**src/rtl/booth_pkg.sv**
```systemverilog
// Shared types and constants for the sequential Booth multiplier.
package booth_pkg;

   typedef enum logic [1:0] {
      IDLE = 2'd0,
      RUN  = 2'd1,
      DONE = 2'd2
   } state_t;

   // Booth decode of {Q[0], q_m1}; 2'b11 behaves like BOOTH_NOP
   localparam logic [1:0] BOOTH_NOP = 2'b00;
   localparam logic [1:0] BOOTH_ADD = 2'b01;
   localparam logic [1:0] BOOTH_SUB = 2'b10;

endpackage

```
**src/rtl/booth_seq_mult_step.sv**
```systemverilog
// One radix-2 Booth step: conditional add/subtract of M into A, then an
// arithmetic right shift of {A, Q, q_m1} that replicates the sign of A.
module booth_step
   import booth_pkg::*;
#(
   parameter int WIDTH = 8
) (
   input  logic [WIDTH:0]   a,
   input  logic [WIDTH-1:0] q,
   input  logic             q_m1,
   input  logic [WIDTH:0]   m,
   output logic [WIDTH:0]   a_next,
   output logic [WIDTH-1:0] q_next,
   output logic             q_m1_next
);

   logic [WIDTH:0] sum;

   // add/subtract selected by the current Booth pair, then shift
   always_comb begin
      sum = a;
      case ({q[0], q_m1})
         BOOTH_ADD: sum = a + m;
         BOOTH_SUB: sum = a - m;
         default:   sum = a;
      endcase
      a_next    = {sum[WIDTH], sum[WIDTH:1]};
      q_next    = {sum[0], q[WIDTH-1:1]};
      q_m1_next = q[0];
   end

endmodule

```
**src/rtl/booth_seq_mult.sv**
```systemverilog
// Sequential radix-2 Booth multiplier: accepts a signed operand pair,
// runs WIDTH Booth steps and holds the 2*WIDTH-bit product until consumed.
//
//   state | meaning
//   IDLE  | in_ready high, waiting for an operand pair
//   RUN   | one Booth step per cycle, count runs WIDTH..1
//   DONE  | out_valid high, product held until out_ready
module booth_seq_mult
   import booth_pkg::*;
#(
   parameter int WIDTH = 8
) (
   input  logic                 clk,
   input  logic                 rst_n,
   input  logic                 in_valid,
   output logic                 in_ready,
   input  logic [WIDTH-1:0]     multiplicand,
   input  logic [WIDTH-1:0]     multiplier,
   output logic                 out_valid,
   input  logic                 out_ready,
   output logic [2*WIDTH-1:0]   product,
   output logic                 busy
);

   localparam int CW = $clog2(WIDTH + 1);

   state_t           state;
   logic [WIDTH:0]   a;
   logic [WIDTH:0]   m;
   logic [WIDTH-1:0] q;
   logic             q_m1;
   logic [CW-1:0]    count;

   logic [WIDTH:0]   a_next;
   logic [WIDTH-1:0] q_next;
   logic             q_m1_next;

   booth_step #(.WIDTH(WIDTH)) u_step (
      .a         (a),
      .q         (q),
      .q_m1      (q_m1),
      .m         (m),
      .a_next    (a_next),
      .q_next    (q_next),
      .q_m1_next (q_m1_next)
   );

   // handshake outputs decode straight from state so reset clears them at once
   assign in_ready  = (state == IDLE);
   assign out_valid = (state == DONE);
   assign busy      = (state != IDLE);

   // control FSM, datapath registers and product capture
   always_ff @(posedge clk or negedge rst_n) begin
      if (!rst_n) begin
         state   <= IDLE;
         a       <= '0;
         m       <= '0;
         q       <= '0;
         q_m1    <= 1'b0;
         count   <= '0;
         product <= '0;
      end else begin
         case (state)
            IDLE: begin
               if (in_valid) begin
                  a     <= '0;
                  q     <= multiplier;
                  q_m1  <= 1'b0;
                  // one extra bit so -M of the most negative value fits
                  m     <= {multiplicand[WIDTH-1], multiplicand};
                  count <= CW'(WIDTH);
                  state <= RUN;
               end
            end
            RUN: begin
               a     <= a_next;
               q     <= q_next;
               q_m1  <= q_m1_next;
               count <= count - CW'(1);
               if (count == CW'(1)) begin
                  product <= {a_next[WIDTH-1:0], q_next};
                  state   <= DONE;
               end
            end
            DONE: begin
               if (out_ready) state <= IDLE;
            end
            default: state <= IDLE;
         endcase
      end
   end

endmodule

```
**config.mk**
```make
export PLATFORM = sky130hd
export DESIGN_NAME = booth_seq_mult
export DESIGN_NICKNAME = d
export VERILOG_FILES = /design/src/rtl/booth_pkg.sv /design/src/rtl/booth_seq_mult_step.sv /design/src/rtl/booth_seq_mult.sv
export SDC_FILE = /design/constraint.sdc
export NUM_CORES = 1
export LEC_CHECK = 0
export CORE_MARGIN = 2
export CORE_UTILIZATION = 50
export DETAILED_ROUTE_END_ITERATION = 16
export PLACE_DENSITY_LB_ADDON = 0.08
export SYNTH_ARGS = -nofsm -noshare
export SYNTH_HDL_FRONTEND = slang
export SYNTH_SLANG_ARGS = --single-unit
```
**constraint.sdc**
```tcl
create_clock -name clk -period 6.2 [get_ports clk]
set_clock_uncertainty 0.15 [all_clocks]
set_input_delay 1.24 -clock clk [delete_from_list [all_inputs] [get_ports clk]]
set_output_delay 1.24 -clock clk [all_outputs]
set_load 0.02 [all_outputs]
```
== After elaboration in Yosys (flattened, before gate mapping) ==
Index checks and enable logic that the tools add are counted.

* Bits in registers: 48
* Bits of input ports: 20
* Logic and storage cells: 38

* Add/sub/neg operators: 3
* Eq/ne operators: 8
* Multiplexer cells: 13
* Reduce and logical (&&, ||, !) cells: 7

{| class="wikitable"
|+ Operator list
! kind !! number
|-
| 9-bit one-hot mux with 2 select lines || 2
|-
| 8-bit one-hot mux with 2 select lines || 1
|-
| 9-bit adder || 1
|-
| 9-bit two-way mux || 1
|-
| 9-bit subtractor || 1
|-
| 8-bit two-way mux || 1
|-
| 4-bit one-hot mux with 2 select lines || 1
|-
| 2-bit two-way mux || 3
|-
| 2-bit one-hot mux with 3 select lines || 1
|-
| 2-bit AND reduction || 3
|-
| 2-bit by 1-bit equality test with 1-bit output, second input constant || 2
|-
| 2-bit equality test, second input constant || 2
|-
| 4-bit by 1-bit equality test with 1-bit output, second input constant || 1
|-
| 4-bit two-way mux || 1
|-
| 2-bit != test, second input constant || 2
|-
| 2-bit nonzero test || 2
|-
| 4-bit by 1-bit subtractor with 4-bit output, second input constant || 1
|-
| 3-bit AND reduction || 1
|-
| 2-bit logical NOT || 1
|-
| 2-bit by 1-bit != test with 1-bit output, second input constant || 1
|-
| 1-bit one-hot mux with 2 select lines || 1
|-
| 1-bit two-way mux || 1
|}

== Logic depth before layout (Yosys ltp) ==
* Depth in word-level cells: 3
* Depth in mapped cells: 12
* Depth with buffers taken out: 12

== Cells and area by module ==
Synthesis repeated with hierarchy kept, for this count alone.

* Cells, all modules: 261
* Area total of the unflattened synthesis: 2,657.5 um2

{| class="wikitable"
|+ By module, submodules not included
! module !! instances !! cells each !! area each (um2)
|-
| booth_seq_mult || 1 || 159 || 1,923.1
|-
| booth_step || 1 || 102 || 734.5
|}

== Least setup slack after synthesis ==
OpenSTA, ideal clock, no wires.

* Kind: reg2reg
* Start point: register m[0]
* End point: register product[15]
* Setup time: 0.124 ns
* Arrival time: 2.588 ns
* Setup slack: 3.338 ns
* Stages on the path, launching flop included: 12
* Buffers on the path: 0
* Cells stage by stage: dfrtp_1 -> inv_1 -> ha_1 -> or3b_1 -> nand2b_1 -> xor2_1 -> ha_1 -> o211ai_2 -> or2_1 -> a221oi_1 -> nor4_1 -> a211o_1

* Longest elaborated chain between the ends: 2

{| class="wikitable"
|+ Ends and longest elaborated chain
! item !! line !! RTL
|-
| start, declared || booth_seq_mult.sv:29 || <nowiki>logic [WIDTH:0] m;</nowiki>
|-
| start signal, assigned || booth_seq_mult.sv:71 || <nowiki>m <= {multiplicand[WIDTH-1], multiplicand};</nowiki>
|-
| 9-bit subtractor or 9-bit adder (tied branches) || booth_seq_mult_step.sv:24, booth_seq_mult_step.sv:23 ||
|-
| 9-bit one-hot mux with 2 select lines * || booth_seq_mult_step.sv:22 || <nowiki>case ({q[0], q_m1})</nowiki>
|-
| end signal, assigned || booth_seq_mult.sv:82 || <nowiki>product <= {a_next[WIDTH-1:0], q_next};</nowiki>
|-
| end, declared || booth_seq_mult.sv:21 || <nowiki>output logic [2*WIDTH-1:0] product,</nowiki>
|}

Every way passes the cells marked *; elsewhere a longest branch is shown, timed or not.
A chain may end at the register's enable or synchronous reset.

== Worst setup path in the final report ==
Same ends and word-level chain as after synthesis.

==> impl_results.md <==
- Post-route ant nets: 0
- Synth area leader: dfrtp_1
- Max-slew violations: 0
- Residual DRC: 0
- Post-CTS Hold Fix Bufs: 0
- Max Cap Violations: 0
- Clk buf depth: 2
- Top-count cell post-synth: nand2_1
- Total Wirelength: 4.86 mm
- Async SR Flop Fraction: 100%
- Post-synth top cells: nand2_1 (50), dfrtp_1 (47), o21ai_1 (22)
- Critical path endpoint category: register
- Primary FF master, synth: dfrtp_1
- Seq/Total Area, Yosys: 46.8%
- Startpoint type of the worst setup path: register
- Reg-to-reg endpoint: product[15]
- Slowest cell on crit path: a221oi_1
- TritonCTS Sinks: 47
- Mapped Area: 2510 µm²
- Initial Util: 52.5%
- Initial antenna violation count: 0
- Min-Delay Startpoint: product[10]
- Syn Nets: 297
- Vias in the first global route: 1842
- Worst reg-to-reg setup slack: 3060 ps
- Setup Fix Bufs, Post-CTS: 0
- # placed instances: 360
- Number of synthesized flops with an enable pin: 0
- Die W: 74.9 µm
- First-pass GRT wire length: 8.49 mm
- GP Congestion: 0.804
- Total GRT Usage: 19.9%
- Worst path required time: 6250 ps
- Detailed Route Iter0 Violations: 85
- DP HPWL: 3.44 mm
- Seq cells post-synth: 47
- WS Path Type: reg -> reg
- Row count: 25
- CTS root buffer: clkbuf_8
- Tcrit/Tclk final: 50.7%
- Mapped Cells: 264
- Post_cts resized: 0
- Worst path most repeated cell: ha_1
- Routed vias: 1937
- CTS tree: built
- Sum Neg Setup Slack: 0 ps
- Clk_lat worst skew: 310 ps
- Unrepaired setup endpoints after global routing: false
- Router iterations before antenna repair: 4
- Max incr delay on CP: 470 ps
- Bufs and invs on worst path: 1
- Worst slew margin: 31.3%
- Die area: 5610 µm²
- Largest net degree at the start of global routing: 48
- Post-synth cell types: 44
- Vias per std cell: 5.26
- Core Util, Final: 63.9%
- H-tree levels: 2
- WP data arrival: 3190 ps
- Area contributors post-synth: dfrtp_1 (47%), nand2_1 (7.5%), ha_1 (6.0%)
- Cell Chain, Critical Path: inv_1, ha_1, or3b_1, nand2b_1, xor2_1, ha_1, o211ai_2, or2_1, a221oi_1, nor4_1, a211o_1
- Crit path max-delay family: compound AO/OA/AOI/OAI gates
- Syn. warnings: 0
- Share of cells above drive strength 1: 5.32%
- Worst-path fanout max: 5
- Congestion Overflow GR: 0
- Num CTS Buffers: 5
- Final non-filler cell total: 368
- Mean Syn Cell Area: 9.52 µm²
- Core footprint: 4790 µm²
- FF-to-FF Start: m[0]
- Final Hold Fails: 0
- Worst Max-Slew Pin Slew: 1030 ps
- Tmin final: 3140 ps
- Worst hold endpoint: product[10]
- # IOs: 39
- Reg clk slew, reported paths: 90 ps
- Post-synth top area share: 46.8%
- # diodes: 0
- Total Nets Final: 333
- Synthesis-to-layout area growth: 21.6%
- # port buffers: 38
- Fmax: 0.318 GHz
- Final setup fails: 0
- R2r worst-path depth: 11
- Cells on Worst Hold Path: 2
- Die height: 74.9 µm
- Hold Crit Class: reg -> reg
- Routed WL per cell: 13.2 µm
- Status: completed
[area by class of cell]
type	instances	area, µm²
Fill cell	421	1730
Multi-Input combinational cell	195	1250
Sequential cell	47	1180
Timing Repair Buffer	39	383
Tap cell	67	83.8
Clock buffer	6	82.6
Inverter	12	45.0
Clock inverter	2	38.8
[sequential cells by signal (all words and copies together), names as in the netlist]
name     flops
product     16
a            8
m            8
q            8
count        4
state        2
q_m1         1
[logic make-up (layout without fill, tap and decap cells)]
| group | Yosys count | after routing | share of synthesized area, % |
|---|---|---|---|
| simple gates | 96 | 96 | 17.2 |
| compound gates | 64 | 64 | 17.0 |
| flops | 47 | 47 | 46.8 |
| buf+inv | 22 | 59 | 3.58 |
| fa+ha+maj | 13 | 13 | 6.77 |
| mux | 12 | 12 | 5.18 |
| xor+xnor | 10 | 10 | 3.48 |
[per-layer routing]
layer	share of wire (%)	vias to the layer above	GRT usage, %
met5	0	-	0
met3	3.7	5	4.55
met2	43	37	29.8
met4	1.1	0	6.55
met1	52	899	28.6
li1	-	996	-
[worst register-to-register path, cell delays in order, from the launching register on]
cell and delay, ps:
dfrtp_1 420, inv_1 90, ha_1 160, or3b_1 420, nand2b_1 110, xor2_1 70
ha_1 380, o211ai_2 120, or2_1 240, a221oi_1 470, nor4_1 100, a211o_1 300
[stage by stage]
stage                     setup slack [ps]  hold WS [ps]  instance area, µm²
final                                 3060           334                3060
after global routing                  2820           368                3060
after CTS                             3050           340                3060
after detailed placement              2870           323                2940
after global placement                2920           317                2940
after floorplan                       3340           296                2510
[cells in the final DEF (no fill, tap or decap), types with 3 or more instances in the layout]
master / n
xnor2_1: 8
mux2_1: 8
inv_1: 12
dfrtp_1: 47
clkbuf_8: 6
clkdlybuf4s50_1: 37
a21oi_1: 6
nor3_1: 4
a211oi_1: 3
nand2b_1: 3
o31ai_1: 3
ha_1: 12
a22oi_1: 7
nand3_1: 10
mux2i_1: 4
o21ai_1: 22
o21a_1: 3
a31oi_1: 3
nand2_1: 50
nor2_1: 15
and2_1: 3
o21ai_0: 3
[worst max-delay path by stage]
stage / from / endpoint / cells after the start / slack, ps
4_1_cts: m[0] / product[15] / 11 / 3050
2_1_floorplan: m[0] / product[15] / 11 / 3340
3_5_place_dp: in_valid / q[7] / 4 / 2870
6_report: m[0] / product[15] / 11 / 3060
5_1_grt: m[1] / product[15] / 12 / 2820
3_3_place_gp: in_valid / q[7] / 4 / 2920
Power is left out: the tool's default activity adds up to more than one toggle a clock period on the data nets, which glitch-free logic cannot reach.
